==> src/rtl/kitten_axil_pkg.sv <==
// Shared AXI-Lite definitions for the kitten tile: response codes, register map
// and the master FSM state encoding.
package kitten_axil_pkg;

    localparam logic [1:0] RESP_OKAY   = 2'b00;
    localparam logic [1:0] RESP_SLVERR = 2'b10;
    localparam logic [1:0] RESP_DECERR = 2'b11;

    localparam logic [7:0] ADDR_CONTROL = 8'h00;
    localparam logic [7:0] ADDR_STATUS  = 8'h04;
    localparam logic [7:0] ADDR_ALPHA   = 8'h08;
    localparam logic [7:0] ADDR_V_TH    = 8'h0C;
    localparam logic [7:0] ADDR_SCALE_Q = 8'h10;

    typedef enum logic [2:0] {
        IDLE,
        WR,
        WR_RESP,
        RD_ADDR,
        RD_DATA,
        RSP
    } axil_state_t;

endpackage

==> src/rtl/kitten_axil_if.sv <==
// AXI-Lite bus bundle; master drives address/data/valids, slave drives readys
// and responses.
interface kitten_axil_if #(
    parameter int ADDR_WIDTH = 8,
    parameter int DATA_WIDTH = 32
);
    logic [ADDR_WIDTH-1:0]   awaddr;
    logic                    awvalid;
    logic                    awready;
    logic [DATA_WIDTH-1:0]   wdata;
    logic [DATA_WIDTH/8-1:0] wstrb;
    logic                    wvalid;
    logic                    wready;
    logic [1:0]              bresp;
    logic                    bvalid;
    logic                    bready;
    logic [ADDR_WIDTH-1:0]   araddr;
    logic                    arvalid;
    logic                    arready;
    logic [DATA_WIDTH-1:0]   rdata;
    logic [1:0]              rresp;
    logic                    rvalid;
    logic                    rready;

    modport master (
        output awaddr, awvalid, wdata, wstrb, wvalid, bready, araddr, arvalid, rready,
        input  awready, wready, bresp, bvalid, arready, rdata, rresp, rvalid
    );

    modport slave (
        input  awaddr, awvalid, wdata, wstrb, wvalid, bready, araddr, arvalid, rready,
        output awready, wready, bresp, bvalid, arready, rdata, rresp, rvalid
    );

endinterface

==> src/rtl/kitten_axil_master.sv <==
// Single-outstanding AXI-Lite master: command/response front end with a
// bus-phase timeout that aborts a stalled transaction with SLVERR.
module kitten_axil_master
    import kitten_axil_pkg::*;
#(
    parameter int ADDR_WIDTH     = 8,
    parameter int DATA_WIDTH     = 32,
    parameter int TIMEOUT_CYCLES = 255
) (
    input  logic                    clk,
    input  logic                    rst,
    input  logic                    cmd_valid,
    output logic                    cmd_ready,
    input  logic                    cmd_write,
    input  logic [ADDR_WIDTH-1:0]   cmd_addr,
    input  logic [DATA_WIDTH-1:0]   cmd_wdata,
    input  logic [DATA_WIDTH/8-1:0] cmd_wstrb,
    output logic                    rsp_valid,
    input  logic                    rsp_ready,
    output logic [DATA_WIDTH-1:0]   rsp_rdata,
    output logic [1:0]              rsp_resp,
    output logic                    rsp_timeout,
    kitten_axil_if.master           m_axil
);

    localparam logic [15:0] TO_LIMIT = 16'(TIMEOUT_CYCLES);

    axil_state_t             state, state_n;
    logic [ADDR_WIDTH-1:0]   addr_q;
    logic [DATA_WIDTH-1:0]   wdata_q;
    logic [DATA_WIDTH/8-1:0] wstrb_q;
    logic                    awvalid_q, wvalid_q;
    logic [15:0]             to_cnt;

    logic cmd_fire, aw_fire, w_fire, aw_done, w_done, bus_phase, to_hit;
    logic arvalid_c, bready_c, rready_c, rsp_valid_c;

    assign cmd_ready = (state == IDLE) && !rst;
    assign cmd_fire  = cmd_valid && cmd_ready;
    assign aw_fire   = awvalid_q && m_axil.awready;
    assign w_fire    = wvalid_q && m_axil.wready;
    assign aw_done   = !awvalid_q || aw_fire;
    assign w_done    = !wvalid_q || w_fire;
    assign bus_phase = state inside {WR, WR_RESP, RD_ADDR, RD_DATA};
    // The limit bounds the whole transaction, so a later phase entered past it
    // only survives if its own handshake is already there.
    assign to_hit    = bus_phase && (to_cnt >= TO_LIMIT);

    always_ff @(posedge clk or posedge rst) begin
        if (rst) state <= IDLE;
        else     state <= state_n;
    end

    always_comb begin
        state_n     = state;
        arvalid_c   = 1'b0;
        bready_c    = 1'b0;
        rready_c    = 1'b0;
        rsp_valid_c = 1'b0;
        case (state)
            IDLE:    if (cmd_fire) state_n = cmd_write ? WR : RD_ADDR;
            WR: begin
                if (aw_done && w_done) state_n = WR_RESP;
                else if (to_hit)       state_n = RSP;
            end
            WR_RESP: begin
                bready_c = 1'b1;
                if (m_axil.bvalid || to_hit) state_n = RSP;
            end
            RD_ADDR: begin
                arvalid_c = 1'b1;
                if (m_axil.arready) state_n = RD_DATA;
                else if (to_hit)    state_n = RSP;
            end
            RD_DATA: begin
                rready_c = 1'b1;
                if (m_axil.rvalid || to_hit) state_n = RSP;
            end
            RSP: begin
                rsp_valid_c = 1'b1;
                if (rsp_ready) state_n = IDLE;
            end
            default: state_n = IDLE;
        endcase
    end

    always_ff @(posedge clk or posedge rst) begin
        if (rst) begin
            addr_q      <= '0;
            wdata_q     <= '0;
            wstrb_q     <= '0;
            awvalid_q   <= 1'b0;
            wvalid_q    <= 1'b0;
            to_cnt      <= '0;
            rsp_rdata   <= '0;
            rsp_resp    <= RESP_OKAY;
            rsp_timeout <= 1'b0;
        end else begin
            if (cmd_fire) begin
                addr_q      <= cmd_addr;
                wdata_q     <= cmd_wdata;
                wstrb_q     <= cmd_wstrb;
                awvalid_q   <= cmd_write;
                wvalid_q    <= cmd_write;
                to_cnt      <= '0;
                rsp_timeout <= 1'b0;
            end else begin
                if (bus_phase)                   to_cnt    <= to_cnt + 16'd1;
                if (aw_fire || state_n != WR)    awvalid_q <= 1'b0;
                if (w_fire || state_n != WR)     wvalid_q  <= 1'b0;
            end

            if (state == WR_RESP && m_axil.bvalid) begin
                rsp_resp  <= m_axil.bresp;
                rsp_rdata <= '0;
            end else if (state == RD_DATA && m_axil.rvalid) begin
                rsp_resp  <= m_axil.rresp;
                rsp_rdata <= m_axil.rdata;
            end else if (to_hit && state_n == RSP) begin
                rsp_resp    <= RESP_SLVERR;
                rsp_rdata   <= '0;
                rsp_timeout <= 1'b1;
            end
        end
    end

    assign m_axil.awaddr  = addr_q;
    assign m_axil.araddr  = addr_q;
    assign m_axil.wdata   = wdata_q;
    assign m_axil.wstrb   = wstrb_q;
    assign m_axil.awvalid = awvalid_q;
    assign m_axil.wvalid  = wvalid_q;
    assign m_axil.arvalid = arvalid_c;
    assign m_axil.bready  = bready_c;
    assign m_axil.rready  = rready_c;
    assign rsp_valid      = rsp_valid_c;

endmodule
==> src/flat_wrapper.sv <==
// flat-port wrapper written by rule: the top's interface ports become plain ports
module kitten_axil_master_flat import kitten_axil_pkg::*;
#(
    parameter int ADDR_WIDTH     = 8,
    parameter int DATA_WIDTH     = 32,
    parameter int TIMEOUT_CYCLES = 255
)
  (clk, rst, cmd_valid, cmd_ready, cmd_write, cmd_addr, cmd_wdata, cmd_wstrb, rsp_valid, rsp_ready, rsp_rdata, rsp_resp, rsp_timeout, m_axil_awaddr, m_axil_awvalid, m_axil_wdata, m_axil_wstrb, m_axil_wvalid, m_axil_bready, m_axil_araddr, m_axil_arvalid, m_axil_rready, m_axil_awready, m_axil_wready, m_axil_bresp, m_axil_bvalid, m_axil_arready, m_axil_rdata, m_axil_rresp, m_axil_rvalid);
  kitten_axil_if #(.ADDR_WIDTH(ADDR_WIDTH), .DATA_WIDTH(DATA_WIDTH)) m_axil_i ();
  input  logic clk;
  input  logic rst;
  input  logic cmd_valid;
  output logic cmd_ready;
  input  logic cmd_write;
  input  logic [ADDR_WIDTH-1:0] cmd_addr;
  input  logic [DATA_WIDTH-1:0] cmd_wdata;
  input  logic [DATA_WIDTH/8-1:0] cmd_wstrb;
  output logic rsp_valid;
  input  logic rsp_ready;
  output logic [DATA_WIDTH-1:0] rsp_rdata;
  output logic [1:0] rsp_resp;
  output logic rsp_timeout;
  output wire logic [$bits(m_axil_i.awaddr)-1:0] m_axil_awaddr;
  output wire logic [$bits(m_axil_i.awvalid)-1:0] m_axil_awvalid;
  output wire logic [$bits(m_axil_i.wdata)-1:0] m_axil_wdata;
  output wire logic [$bits(m_axil_i.wstrb)-1:0] m_axil_wstrb;
  output wire logic [$bits(m_axil_i.wvalid)-1:0] m_axil_wvalid;
  output wire logic [$bits(m_axil_i.bready)-1:0] m_axil_bready;
  output wire logic [$bits(m_axil_i.araddr)-1:0] m_axil_araddr;
  output wire logic [$bits(m_axil_i.arvalid)-1:0] m_axil_arvalid;
  output wire logic [$bits(m_axil_i.rready)-1:0] m_axil_rready;
  input wire logic [$bits(m_axil_i.awready)-1:0] m_axil_awready;
  input wire logic [$bits(m_axil_i.wready)-1:0] m_axil_wready;
  input wire logic [$bits(m_axil_i.bresp)-1:0] m_axil_bresp;
  input wire logic [$bits(m_axil_i.bvalid)-1:0] m_axil_bvalid;
  input wire logic [$bits(m_axil_i.arready)-1:0] m_axil_arready;
  input wire logic [$bits(m_axil_i.rdata)-1:0] m_axil_rdata;
  input wire logic [$bits(m_axil_i.rresp)-1:0] m_axil_rresp;
  input wire logic [$bits(m_axil_i.rvalid)-1:0] m_axil_rvalid;
  assign m_axil_awaddr = m_axil_i.awaddr;
  assign m_axil_awvalid = m_axil_i.awvalid;
  assign m_axil_wdata = m_axil_i.wdata;
  assign m_axil_wstrb = m_axil_i.wstrb;
  assign m_axil_wvalid = m_axil_i.wvalid;
  assign m_axil_bready = m_axil_i.bready;
  assign m_axil_araddr = m_axil_i.araddr;
  assign m_axil_arvalid = m_axil_i.arvalid;
  assign m_axil_rready = m_axil_i.rready;
  assign m_axil_i.awready = m_axil_awready;
  assign m_axil_i.wready = m_axil_wready;
  assign m_axil_i.bresp = m_axil_bresp;
  assign m_axil_i.bvalid = m_axil_bvalid;
  assign m_axil_i.arready = m_axil_arready;
  assign m_axil_i.rdata = m_axil_rdata;
  assign m_axil_i.rresp = m_axil_rresp;
  assign m_axil_i.rvalid = m_axil_rvalid;
  kitten_axil_master #(.ADDR_WIDTH(ADDR_WIDTH), .DATA_WIDTH(DATA_WIDTH), .TIMEOUT_CYCLES(TIMEOUT_CYCLES)) u_core (.clk(clk), .rst(rst), .cmd_valid(cmd_valid), .cmd_ready(cmd_ready), .cmd_write(cmd_write), .cmd_addr(cmd_addr), .cmd_wdata(cmd_wdata), .cmd_wstrb(cmd_wstrb), .rsp_valid(rsp_valid), .rsp_ready(rsp_ready), .rsp_rdata(rsp_rdata), .rsp_resp(rsp_resp), .rsp_timeout(rsp_timeout), .m_axil(m_axil_i));
endmodule
==> config.mk <==
export PLATFORM = sky130hd
export DESIGN_NAME = kitten_axil_master_flat
export DESIGN_NICKNAME = d
export VERILOG_FILES = /design/src/rtl/kitten_axil_pkg.sv /design/src/rtl/kitten_axil_if.sv /design/src/rtl/kitten_axil_master.sv /design/src/flat_wrapper.sv
export SDC_FILE = /design/constraint.sdc
export NUM_CORES = 1
export LEC_CHECK = 0
export CAP_MARGIN = 40
export CORE_ASPECT_RATIO = 0.7
export CORE_MARGIN = 2
export CORE_UTILIZATION = 46
export CTS_CLUSTER_SIZE = 25
export DETAILED_ROUTE_END_ITERATION = 8
export GPL_TIMING_DRIVEN = 0
export PLACE_DENSITY = 0.87
export SKIP_CTS_REPAIR_TIMING = 1
export SLEW_MARGIN = 10
export SYNTH_ARGS = -nofsm -noshare
export SYNTH_HDL_FRONTEND = slang
export SYNTH_SLANG_ARGS = --single-unit
==> constraint.sdc <==
create_clock -name clk -period 5.6 [get_ports clk]
set_input_delay 1.12 -clock clk [delete_from_list [all_inputs] [get_ports clk]]
set_output_delay 1.12 -clock clk [all_outputs]
set_load 0.01 [all_outputs]
# ---- Word-level counts from Yosys, hierarchy flattened
# Index checks and enable logic that the tools add are counted.
dict set report totals {
  word_cells 72
  inputBits 90
  out_inout_bits 94
  reg_bits 100
}
dict set report classes {
  mux 29
  magnitude_cmp 1
  reduce_logical 24
  n_eq_ne 7
  addsub 1
}
# op count
set op_table {}
lappend op_table {{32-bit two-way mux} 3}
lappend op_table {{16-bit two-way mux} 2}
lappend op_table {{3-bit two-way mux} 7}
lappend op_table {{3-bit one-hot mux with 6 select lines} 1}
lappend op_table {{16-bit by 1-bit adder with 16-bit output, second input constant} 1}
lappend op_table {{16-bit by 8-bit greater-or-equal comparator with 1-bit output, second input constant} 1}
lappend op_table {{1-bit two-way mux} 12}
lappend op_table {{3-bit equality test, second input constant} 3}
lappend op_table {{1-bit logical AND} 9}
lappend op_table {{2-bit two-way mux} 4}
lappend op_table {{3-bit by 2-bit equality test with 1-bit output, second input constant} 2}
lappend op_table {{1-bit logical OR} 6}
lappend op_table {{2-bit nonzero test} 3}
lappend op_table {{4-bit nonzero test} 1}
lappend op_table {{3-bit by 1-bit equality test with 1-bit output, second input constant} 1}
lappend op_table {{1-bit zero test} 3}
lappend op_table {{3-bit zero test} 1}
lappend op_table {{3-bit by 1-bit inequality test with 1-bit output, second input constant} 1}
lappend op_table {{3-bit nonzero test} 1}

# ---- Depth between registers and ports, before layout
# Gate-level depths: netlist (run 1).
dict set report depth {
  ltp_word 11
  ltp_mapped 8
}

# ---- Worst setup path after synthesis (run 1)
# OpenSTA, ideal clock, no wires.
dict set report synth_timing {
  path_kind {input-to-output}
  from {input rst}
  to {output cmd_ready}
  slack_ns 2.898
  t_arrival_ns 1.582
  required_ns 4.480
  stages 1
  path_cell_list {nor4_1}
}
dict set report synth_via {
  elab_chain_len 2
}
# item line
set synth_rtl {}
lappend synth_rtl {{start: declaration} flat_wrapper.sv:11} ;# input logic rst;
lappend synth_rtl {{1-bit zero test} kitten_axil_master.sv:38} ;# assign cmd_ready = (state == IDLE) && !rst;
lappend synth_rtl {{1-bit logical AND} kitten_axil_master.sv:38}
lappend synth_rtl {{end: declaration} flat_wrapper.sv:13} ;# output logic cmd_ready;
# No other way between the ends.

# ---- Worst setup path in the final report (run 1)
# Ends and elaborated chain as after synthesis.

==> results_dict.tcl, run 1 <==
set metrics [dict create \
    initial_core_util 0.470 \
    clk_pin_slew_ns 0.06 \
    syn_inst 420 \
    finalCriticalPeriod_ns 3.85 \
    port_buffers 183 \
    outcome "finished clean" \
    synth-main-ff-cell "dfrtp_1" \
    slew_headroom 0.455 \
    worstPathRequired_ns 4.48 \
    drt_iter0_markers 230 \
    insertion_delay_ns 0.34 \
    worstSetupPathType "input port to output pin" \
    rows 29 \
    grt_pass1_wl_um 18700 \
    r2r-end "u_core.m_axil.wstrb[3]$_DFFE_PP0P_" \
    finalSetupViolCount 0 \
    routed_via_density 5.08 \
    syn_avg_cell_area_um2 10.1 \
    nFillCells 612 \
    die_x_um 119 \
    diodes 0 \
    dpl_worst_slack_ns 1.84 \
    rsz0062_at_grt "false" \
    vias 3783 \
    gp_congestion 0.849 \
    first_global_vias 3852 \
    p_leak_nw 3.02 \
    finalClockSkew_ns 0.00624 \
    end_kind "output pin" \
    synth-seq-cells 100 \
    yosysSeqAreaShare 0.589 \
    cts_sinks 100 \
    slowest_delay_ns 0.66 \
    drt_pass1_iterations 4 \
    grt_max_degree 68 \
    synth_nets 511 \
    die-height_um 84.4 \
    hp-class "flop to flop" \
    vdd_drop_max_v 0.000295 \
    final-seq-area_mm2 0.00250 \
    worstSetupEndpoint "cmd_ready" \
    postRouteAntennaNets 0 \
    p_total_mw 3.52 \
    hold_viol 0 \
    startpoint_type "input port" \
    nNetsFinal 706 \
    die_area_mm2 0.0100 \
    pin_count 184 \
    holdWs_ns 0.476 \
    synth_cell_type_count 45 \
    cp-startpoint "rst" \
    path_cells "clkdlybuf4s50_1 > nor4_1 > clkdlybuf4s50_1" \
    cp_slowest_cell "clkdlybuf4s50_1" \
    setup_ws_ns 1.75 \
    layout-drive-gt1-share 0.0806 \
    cts_tree "yes" \
    fmax_mhz 260 \
    tightestPinTransition_ns 0.817 \
    arrival_ns 2.73 \
    cts_buffer_depth 2 \
    max_cap_violations 0 \
    coreArea_mm2 0.00903 \
    antenna_found_initial 0 \
    critPathMostFrequentCell "clkdlybuf4s50_1" \
    multi_input_area_mm2 0.00151 \
    areaGrowthSynthToFinish_pct 54.2 \
    slew_violations 0 \
    synth_edf_count 0 \
    powerDensity_mw_per_mm2 538 \
    track_usage 0.235 \
    path_max_fanout 3 \
    htree_levels 3 \
    reg2reg_slack_ns 3.50 \
    drc_errors 0 \
    synth_area_mm2 0.00425 \
    async_flop_share 1.00 \
    final_cells 744 \
    reg2reg_depth 7 \
    dpl.cell_count 728 \
    place_hpwl_um 8590 \
    wl_um 11500 \
    cts_buffers 9 \
    fin_setup_tns_ns 0 \
    ys_warn_count 0 \
    root_buffer "clkbuf_16" \
    wl_per_cell_um 15.4 \
    r2r-start "u_core.state[0]$_DFF_PP0_" \
    finalCritPeriodShare 0.687 \
    grt-ovfl-total 0 \
]
## final cells by class
class | instances | share of cell area
Sequential cell | 100 | 0.382
Clock inverter | 6 | 0.00993
Inverter | 10 | 0.00611
Clock buffer | 10 | 0.0350
Multi-Input combinational cell | 279 | 0.231
Timing Repair Buffer | 184 | 0.283
Buffer | 31 | 0.0300
Tap cell | 124 | 0.0237
## per-layer routing
metal  track usage  share of wire  up-vias
li1              -              -     1783
met1         0.312           0.45     1829
met2         0.372           0.47      158
met3        0.0774          0.071       13
met4        0.0693          0.015        0
met5             0              0        -
## worst max-delay path: cells and delay by family
family	cells	cell delay, ns
AND/OR/NAND/NOR	1	0.47
buffers and inverters	2	1.13
## cells in the mapped netlist (5+ instances only)
| master | count | share of area |
|---|---|---|
| nand3_1 | 6 | 0.0071 |
| nor3_1 | 6 | 0.0071 |
| buf_2 | 13 | 0.015 |
| xnor2_1 | 10 | 0.021 |
| clkbuf_1 | 5 | 0.0044 |
| buf_4 | 9 | 0.016 |
| inv_1 | 9 | 0.0080 |
| nand2b_1 | 5 | 0.0074 |
| a22o_1 | 32 | 0.066 |
| nor4_1 | 5 | 0.0074 |
| dfrtp_1 | 100 | 0.59 |
| nand2_1 | 143 | 0.13 |
| a21oi_1 | 8 | 0.0094 |
| nor2_1 | 19 | 0.017 |
## sequential cells by signal (all words and copies together), names as in the netlist
signal                 cells
u_core.rsp_timeout         1
u_core.m_axil.wdata       32
u_core.to_cnt             16
u_core.state               3
u_core.rsp_resp            2
u_core.m_axil.wvalid       1
u_core.rsp_rdata          32
u_core.m_axil.araddr       8
u_core.m_axil.wstrb        4
u_core.m_axil.awvalid      1
## power by group
part | switching, mW | internal [mW] | total, mW
Sequential | 0.205 | 1.04 | 1.24
Combinational | 0.728 | 0.944 | 1.67
Clock | 0.265 | 0.345 | 0.610
## cell families (layout without fill, tap and decap cells)
family | Yosys count | after routing | share of synthesized area
XOR/XNOR | 12 | 12 | 0.0247
AO/OA/AOI/OAI | 57 | 57 | 0.110
multiplexers | 1 | 1 | 0.00236
adder cells (fa/ha/maj) | 1 | 1 | 0.00295
AND/OR/NAND/NOR | 208 | 208 | 0.216
flip-flops | 100 | 100 | 0.589
buffers and inverters | 41 | 241 | 0.0551
## worst min path at each step
| stage | startpoint | end | slack, ns | cells past startpoint |
|---|---|---|---|---|
| global placement | u_core.m_axil.wdata[25]$_DFFE_PP0P_ | u_core.m_axil.wdata[25]$_DFFE_PP0P_ | 0.46 | 2 |
| CTS | u_core.m_axil.wdata[5]$_DFFE_PP0P_ | u_core.m_axil.wdata[5]$_DFFE_PP0P_ | 0.48 | 2 |
| floorplan | u_core.to_cnt[1]$_DFFE_PP0P_ | u_core.to_cnt[1]$_DFFE_PP0P_ | 0.50 | 2 |
| detailed placement | u_core.m_axil.wdata[20]$_DFFE_PP0P_ | u_core.m_axil.wdata[20]$_DFFE_PP0P_ | 0.47 | 2 |
| global route | u_core.m_axil.wdata[5]$_DFFE_PP0P_ | u_core.m_axil.wdata[5]$_DFFE_PP0P_ | 0.50 | 2 |
| finish | u_core.m_axil.wdata[5]$_DFFE_PP0P_ | u_core.m_axil.wdata[5]$_DFFE_PP0P_ | 0.48 | 2 |
## per-stage QoR
step / area [um^2] / util
after floorplan: 4250 / -
after global placement: 6230 / 0.690
after detailed placement: 6260 / 0.693
after CTS: 6550 / 0.725
after global routing: 6550 / 0.725
final: 6550 / 0.725
## layout by cell type (no fill, tap or decap), drive strengths merged, types with 2 or more instances in the layout
cell	n
dfrtp	100
clkinvlp	4
nor4	5
o31ai	2
nand3	6
nor2	19
buf	27
and3	2
clkbuf	15
and2	6
nor3b	2
nand4	4
a22o	32
clkdlybuf4s50	183
nor3	6
xor2	2
inv	10
nand2	143
nand2b	5
xnor2	10
o21ai	5
o32ai	2
or3	5
a21oi	8
Power figures use the tool's default switching activity.
==> inputs of run 2 (changes only) <==
--- a/config.mk
+++ b/config.mk
@@ -8,11 +8,11 @@
 export CAP_MARGIN = 40
 export CORE_ASPECT_RATIO = 0.7
 export CORE_MARGIN = 2
-export CORE_UTILIZATION = 46
+export CORE_UTILIZATION = 38
 export CTS_CLUSTER_SIZE = 25
 export DETAILED_ROUTE_END_ITERATION = 8
 export GPL_TIMING_DRIVEN = 0
-export PLACE_DENSITY = 0.87
+export PLACE_DENSITY = 0.77
 export SKIP_CTS_REPAIR_TIMING = 1
 export SLEW_MARGIN = 10
 export SYNTH_ARGS = -nofsm -noshare
==> constraint.sdc (replaced) <==
create_clock -name clk -period 3.2 [get_ports clk]
set_input_delay 0.64 -clock clk [delete_from_list [all_inputs] [get_ports clk]]
set_output_delay 0.64 -clock clk [all_outputs]
set_load 0.01 [all_outputs]
==> run 2 against run 1 <==
  * Sequential share of layout area is 0.54 points lower
  * Worst setup slack lost 1.3 ns
  * Critical endpoint unchanged
  * Clock skew fell by 0.00058 ns
  * Largest power group unchanged
  * Clock power is 80% higher
  * Sequential power increased by 74%
  * Power rose by 76%
  * Critical path depth unchanged
  * Highest routed layer unchanged
==> results_dict.tcl, run 2 (synthesis results as in run 1) <==
set metrics [dict create \
    outcome "finished clean" \
    finalClockSkew_ns 0.00566 \
    end_kind "output pin" \
    die-height_um 92.5 \
    p_clk_frac 0.177 \
    routed_via_density 4.82 \
    gp_congestion 0.848 \
    finalCriticalPeriod_ns 2.78 \
    tightestPinTransition_ns 0.759 \
    p_leak_nw 3.05 \
    track_usage 0.200 \
    worstSetupPathType "input port to output pin" \
    cts_buffer_depth 2 \
    initial_core_util 0.387 \
    swShare 0.338 \
    first_global_vias 3698 \
    areaGrowthSynthToFinish_pct 56.4 \
    postRouteAntennaNets 0 \
    powerDensity_mw_per_mm2 933 \
    port_buffers 183 \
    die_area_mm2 0.0121 \
    drt_iter0_markers 184 \
    vias 3735 \
    antenna_found_initial 0 \
    fin_setup_tns_ns 0 \
    pwr-share-seq 0.349 \
    mostFrequentLayoutCell "clkdlybuf4s50_1" \
    cts_buffers 9 \
    fmax_mhz 360 \
    finalSetupViolCount 0 \
    startpoint_type "input port" \
    rows 32 \
    pwr-share-comb 0.474 \
    slew_violations 0 \
    htree_levels 3 \
    final_cells 775 \
    coreArea_mm2 0.0110 \
    drc_errors 0 \
    place_hpwl_um 8900 \
    dpl.cell_count 759 \
    wl_per_cell_um 15.0 \
    p_sw_mw 2.10 \
    arrival_ns 2.14 \
    max_cap_violations 0 \
    root_buffer "clkbuf_16" \
    slew_headroom 0.492 \
    die_x_um 130 \
    grt_pass1_wl_um 18700 \
    hp-class "flop to flop" \
    wl_um 11700 \
    worstPathRequired_ns 2.56 \
    cts_tree "yes" \
    path_max_fanout 3 \
    drt_pass1_iterations 4 \
    pin_count 184 \
    insertion_delay_ns 0.34 \
    grt_max_degree 32 \
    clk_pin_slew_ns 0.06 \
    grt-ovfl-total 0 \
    diodes 0 \
    final_cell_mix "clkdlybuf4s50_1 (183), nand2_1 (143), dfrtp_1 (100)" \
    vdd_drop_max_v 0.000479 \
    p_int_mw 4.10 \
    finalCritPeriodShare 0.867 \
    nNetsFinal 708 \
    layout-drive-gt1-share 0.0852 \
    hold_viol 0 \
    rsz0062_at_grt "false" \
    cts_sinks 100 \
]
-- run 2: power by group through the flow --
stage               sequential, mW  combinational [mW]  clock (mW)
detailed placement            2.17                2.95           0
CTS                           2.16                2.97        1.13
global placement              2.16                2.87           0
floorplan                     2.36                1.22           0
global route                  2.24                3.20        1.19
finish                        2.16                2.94        1.10
-- run 2: final timing paths --
kind | from | end | slack (ns) | depth (start not counted)
max | rst | cmd_ready | 0.42 | 3
min | u_core.m_axil.wdata[16]$_DFFE_PP0P_ | u_core.m_axil.wdata[16]$_DFFE_PP0P_ | 0.47 | 2
max reg2reg | u_core.state[2]$_DFF_PP0_ | u_core.m_axil.awvalid$_DFFE_PP0P_ | 1.11 | 5
min reg2reg | u_core.m_axil.wdata[16]$_DFFE_PP0P_ | u_core.m_axil.wdata[16]$_DFFE_PP0P_ | 0.47 | 2
max in group asynchronous | rst | u_core.m_axil.wdata[21]$_DFFE_PP0P_ | 1.68 | 4
min in group asynchronous | rst | u_core.state[2]$_DFF_PP0_ | 0.77 | 2
-- run 2: per-layer routing --
layer,global-route usage,vias to the layer above,wire length [um]
met5,0,-,0
met1,0.266,1784,5210
met3,0.0757,7,1020
met4,0.0399,0,42
met2,0.315,154,5390
li1,-,1790,-
-- run 2: worst max-delay path, stage by stage --
cell and delay, ns:
clkdlybuf4s50_1 0.48, nor4_1 0.38, clkdlybuf4s50_1 0.63
-- run 2: cell type report --
class	count	area, um^2
clock buffer	10	239
fill	930	4330
multi-input combinational	279	1510
sequential	100	2500
buffer	31	196
clock inverter	6	63.8
inverter	10	41.3
tap	153	191
timing repair buffer	186	1900
-- run 2: through the flow --
stage	utilization	instance area (um^2)	setup slack, ns	hold slack (ns)	power, mW
after detailed placement	0.578	6340	0.398	0.465	5.12
after CTS	0.606	6650	0.399	0.481	6.26
after floorplan	-	4250	1.26	0.505	3.58
final	0.606	6650	0.425	0.473	6.20
after global placement	0.572	6270	0.338	0.458	5.03
after global routing	0.606	6650	0.316	0.506	6.62
==> inputs of run 3 (changes only) <==
--- a/config.mk
+++ b/config.mk
@@ -8,11 +8,11 @@
 export CAP_MARGIN = 40
 export CORE_ASPECT_RATIO = 0.7
 export CORE_MARGIN = 2
-export CORE_UTILIZATION = 38
+export CORE_UTILIZATION = 42
 export CTS_CLUSTER_SIZE = 25
 export DETAILED_ROUTE_END_ITERATION = 8
 export GPL_TIMING_DRIVEN = 0
-export PLACE_DENSITY = 0.77
+export PLACE_DENSITY = 0.81
 export SKIP_CTS_REPAIR_TIMING = 1
 export SLEW_MARGIN = 10
 export SYNTH_ARGS = -nofsm -noshare
==> constraint.sdc (replaced) <==
create_clock -name clk -period 2.8 [get_ports clk]
set_input_delay 0.56 -clock clk [delete_from_list [all_inputs] [get_ports clk]]
set_output_delay 0.56 -clock clk [all_outputs]
set_load 0.01 [all_outputs]
==> run 3 against run 2 <==
  * Wire length is 1.0% lower
  * Non-clock buffer count stayed put
  * Sequential power is 15% higher
  * Largest power group unchanged
  * Clock skew is 0.00087 ns higher
  * Register-to-register slack worse by 0.37 ns
  * Global-route usage is 2.0 points higher
  * Worst hold slack better by 0.0018 ns
==> results_dict.tcl, run 3 (synthesis results as in run 1) <==
set metrics [dict create \
    outcome "finished clean" \
    max_cap_violations 0 \
    cts_buffers 9 \
    rows 30 \
    holdWs_ns 0.475 \
    clk_pin_slew_ns 0.06 \
    cp_top_family "buffers and inverters" \
    dpl.cell_count 734 \
    port_buffers 183 \
    end_kind "output pin" \
    cts_tree "yes" \
    vdd_drop_max_v 0.000481 \
    postRouteAntennaNets 0 \
    first_global_vias 3788 \
    drt_pass1_iterations 4 \
    antenna_found_initial 0 \
    layout-drive-gt1-share 0.0821 \
    place_hpwl_um 8870 \
    tightestPinTransition_ns 0.740 \
    finalCritPeriodShare 0.934 \
    finalSetupViolCount 0 \
    htree_levels 3 \
    grt_max_degree 39 \
    hold_viol 0 \
    final_cell_mix "clkdlybuf4s50_1 (183), nand2_1 (143), dfrtp_1 (100)" \
    final_util 0.682 \
    gp_congestion 0.857 \
    critPathMostFrequentCell "clkdlybuf4s50_1" \
    cts_sinks 100 \
    startpoint_type "input port" \
    grt-ovfl-total 0 \
    arrival_ns 2.06 \
    insertion_delay_ns 0.34 \
    fmax_mhz 382 \
    track_usage 0.220 \
    pin_count 184 \
    worstSetupPathType "input port to output pin" \
    crit_buf_inv 2 \
    initial_core_util 0.435 \
    final_cells 749 \
    drt_iter0_markers 247 \
    cts_buffer_depth 2 \
    finalClockSkew_ns 0.00653 \
    mostFrequentLayoutCell "clkdlybuf4s50_1" \
    nNetsFinal 708 \
    worstPathRequired_ns 2.24 \
    slowest_delay_ns 0.64 \
    p_leak_nw 3.07 \
    routed_via_density 4.92 \
    die_x_um 124 \
    slew_headroom 0.505 \
    path_max_fanout 3 \
    rsz0062_at_grt "false" \
    hp-class "flop to flop" \
    path_cells "clkdlybuf4s50_1 > nor4_1 > clkdlybuf4s50_1" \
    cp_slowest_cell "clkdlybuf4s50_1" \
    root_buffer "clkbuf_16" \
    areaGrowthSynthToFinish_pct 56.8 \
    vias 3688 \
    slew_violations 0 \
    finalCriticalPeriod_ns 2.62 \
    wl_per_cell_um 15.4 \
    diodes 0 \
    die_area_mm2 0.0109 \
    coreArea_mm2 0.00976 \
    nFillCells 728 \
    powerDensity_mw_per_mm2 1090 \
    fin_setup_tns_ns 0 \
    die-height_um 88.1 \
    wl_um 11500 \
    drc_errors 0 \
    grt_pass1_wl_um 19200 \
]
[run 3: area by class of cell]
cell class / instances / area [um^2] / area share
sequential: 100 / 2500 / 0.376
timing repair buffer: 186 / 1910 / 0.286
multi-input combinational: 279 / 1510 / 0.227
clock buffer: 11 / 243 / 0.0365
buffer: 31 / 196 / 0.0295
tap: 128 / 160 / 0.0241
clock inverter: 4 / 97.6 / 0.0147
inverter: 10 / 41.3 / 0.00620
[run 3: worst paths after layout]
path                                                     startpoint                                   to  slack [ns]  depth (start not counted)
worst min-delay path            u_core.m_axil.wdata[17]$_DFFE_PP0P_  u_core.m_axil.wdata[17]$_DFFE_PP0P_        0.48                          2
min in group asynchronous                                       rst        u_core.to_cnt[12]$_DFFE_PP0P_        0.66                          2
worst max register to register            u_core.state[2]$_DFF_PP0_    u_core.m_axil.awvalid$_DFFE_PP0P_        0.74                          5
worst min register to register  u_core.m_axil.wdata[17]$_DFFE_PP0P_  u_core.m_axil.wdata[17]$_DFFE_PP0P_        0.48                          2
worst max-delay path                                            rst                            cmd_ready        0.18                          3
max in group asynchronous                                       rst     u_core.rsp_rdata[27]$_DFFE_PP0P_        1.48                          4
[run 3: report_power, final]
group	switching (mW)	total, mW	internal [mW]	leakage, nW
clock network	0.499	1.39	0.892	0.162
logic	1.47	3.36	1.90	1.65
registers	0.399	2.48	2.08	1.26
total	2.36	7.23	4.87	3.07
[run 3: per-stage QoR]
| step | instance area [um^2] | worst slack, ns | total power [mW] |
|---|---|---|---|
| 2_1_floorplan | 4250 | 0.945 | 4.10 |
| 6_report | 6660 | 0.184 | 7.23 |
| 4_1_cts | 6660 | 0.207 | 7.30 |
| 5_1_grt | 6660 | 0.107 | 7.70 |
| 3_3_place_gp | 6240 | 0.0526 | 5.75 |
| 3_5_place_dp | 6320 | 0.165 | 5.86 |
[run 3: routing by layer]
metal | wire (um) | up-vias | GRT usage
li1 | - | 1791 | -
met1 | 5220 | 1737 | 0.295
met2 | 5320 | 144 | 0.350
met3 | 799 | 16 | 0.0586
met4 | 205 | 0 | 0.0797
met5 | 0 | - | 0
[run 3: tightest hold or removal path, cell delays in order (launching register included)]
cell and delay [ns]:
dfrtp_1 0.34, nand2_1 0.05, nand2_1 0.06
==> RTL edit (settings of run 3) <==
`DATA_WIDTH` is set to 32 in 3 places; all go to 28.
--- a/src/rtl/kitten_axil_if.sv
+++ b/src/rtl/kitten_axil_if.sv
@@ -2,7 +2,7 @@
 // and responses.
 interface kitten_axil_if #(
     parameter int ADDR_WIDTH = 8,
-    parameter int DATA_WIDTH = 32
+    parameter int DATA_WIDTH = 28
 );
     logic [ADDR_WIDTH-1:0]   awaddr;
     logic                    awvalid;
--- a/src/rtl/kitten_axil_master.sv
+++ b/src/rtl/kitten_axil_master.sv
@@ -4,7 +4,7 @@
     import kitten_axil_pkg::*;
 #(
     parameter int ADDR_WIDTH     = 8,
-    parameter int DATA_WIDTH     = 32,
+    parameter int DATA_WIDTH     = 28,
     parameter int TIMEOUT_CYCLES = 255
 ) (
     input  logic                    clk,
--- a/src/flat_wrapper.sv
+++ b/src/flat_wrapper.sv
@@ -2,7 +2,7 @@
 module kitten_axil_master_flat import kitten_axil_pkg::*;
 #(
     parameter int ADDR_WIDTH     = 8,
-    parameter int DATA_WIDTH     = 32,
+    parameter int DATA_WIDTH     = 28,
     parameter int TIMEOUT_CYCLES = 255
 )
   (clk, rst, cmd_valid, cmd_ready, cmd_write, cmd_addr, cmd_wdata, cmd_wstrb, rsp_valid, rsp_ready, rsp_rdata, rsp_resp, rsp_timeout, m_axil_awaddr, m_axil_awvalid, m_axil_wdata, m_axil_wstrb, m_axil_wvalid, m_axil_bready, m_axil_araddr, m_axil_arvalid, m_axil_rready, m_axil_awready, m_axil_wready, m_axil_bresp, m_axil_bvalid, m_axil_arready, m_axil_rdata, m_axil_rresp, m_axil_rvalid);
Ports: changed (6 resized); port bits go from 184 to 166. The function was not compared with the original's and may differ.
==> RTL edit against run 3 <==
  * Sequential share of layout area is 0.36 points lower
  * Worst setup slack better by 0.11 ns
  * Critical path depth is the same
  * Total power decreased by 12%
  * Combinational power fell by 15%
  * Largest cell class unchanged
  * Final area fell by 8.1%
  * Sequential cell count is 9 lower
  * Wire length down 6.4%
  * Synthesized area decreased by 6.9%
  * Largest power group unchanged
  * Non-clock buffer count shrank 18
==> RTL edit: results (changes against run 3) <==
| Metric | Value |
|---|---|
| Status | `complete, no violations` |
| Met1 WL | `4.90 mm (-6.1%)` |
| Met2 wire length | `4.76 mm (-10%)` |
| Flop2flop setup slack | `0.82 ns (+0.08 ns)` |
| Crit-path max FO | `10 (+7)` |
| Vias in the first global route | `3700 (-2.3%)` |
| Tightest Pin Transition | `0.779 ns (+0.0383 ns)` |
| Syn_nets | `469 (-8.2%)` |
| Nets | `647 (-8.6%)` |
| Top post-synthesis cells by area | `dfrtp_1 58%, nand2_1 13%, a32o_1 7.3%, mux2i_1 1.8%, buf_4 1.5%` |
| Worst setup startpoint | `u_core.state[0]` |
| R2R cell count | `7 (+2)` |
| Gp weighted congestion | `0.817 (-4.6%)` |
| WL met3 | `992 µm (+24%)` |
| Post-Synth Adder-Cell Area | `0.00316 (+0.000218)` |
| Register share of total power | `0.349 (+0.007)` |
| Power Combinational | `0.00287 W (-15%)` |
| Initial DRC Count | `167 (-32%)` |
| Clk_skew | `0.00721 ns (+0.000679 ns)` |
| Layout cells sized above 1 | `0.0789 (-0.00318)` |
| Synth Area in Compound Gates | `0.118 (+0.00845)` |
| GRT Total Usage | `0.224 (+0.00470)` |
| Grt met2 use | `0.363 (+0.0134)` |
| P_leak | `2.76 nW (-10%)` |
| DP Wirelength | `8.04 mm (-9.4%)` |
| Yosys cell types | `47 (+4.4%)` |
| Net Sw Frac | `0.339 (+0.0126)` |
| Hold Path End | `u_core.m_axil.wdata[2]` |
| Global-route wire length before repair | `18.0 mm (-6.2%)` |
| Cell count after synthesis | `387 (-7.9%)` |
| Wire length per cell | `15.6 µm (+0.97%)` |
| Fillers | `701 (-3.7%)` |
| Hold wc startpoint | `u_core.m_axil.wdata[2]` |
| Largest net degree at the start of global routing | `36 (-7.7%)` |
| M3 GR Usage | `0.0833 (+0.0247)` |
| Via count | `3484 (-5.5%)` |
| Port bufs | `165 (-9.8%)` |
| Worst Path Arrival | `1.95 ns (-0.11 ns)` |
| VDD IR max | `0.594 mV (+24%)` |
| Worst reg2reg endpoint | `u_core.rsp_rdata[9]` |
| Final Non-Filler Cells | `694 (-7.3%)` |
| Slowest cell delay on critical path | `0.61 ns (-0.03 ns)` |
==> RTL edit: cell type report <==
cell class,count,area (µm²),share of cell area
Inverter,4,18.8,0.00307
Multi-Input combinational cell,260,1470,0.240
Timing Repair Buffer,167,1690,0.276
Tap cell,124,155,0.0254
Buffer,32,194,0.0317
Clock buffer,11,253,0.0413
Sequential cell,91,2280,0.372
Clock inverter,5,60.1,0.00982
==> RTL edit: metrics by stage <==
| step | setup WS, ns | power [W] | instance area (µm²) | hold WS (ns) | utilization |
|---|---|---|---|---|---|
| 3_5_place_dp | 0.253 | 0.00511 | 5810 | 0.462 | 0.637 |
| 4_1_cts | 0.278 | 0.00639 | 6120 | 0.479 | 0.672 |
| 3_3_place_gp | 0.153 | 0.00501 | 5770 | 0.458 | 0.633 |
| 5_1_grt | 0.225 | 0.00675 | 6120 | 0.502 | 0.672 |
| 6_report | 0.293 | 0.00634 | 6120 | 0.474 | 0.672 |
| 2_1_floorplan | 1.01 | 0.00363 | 3960 | 0.445 | - |
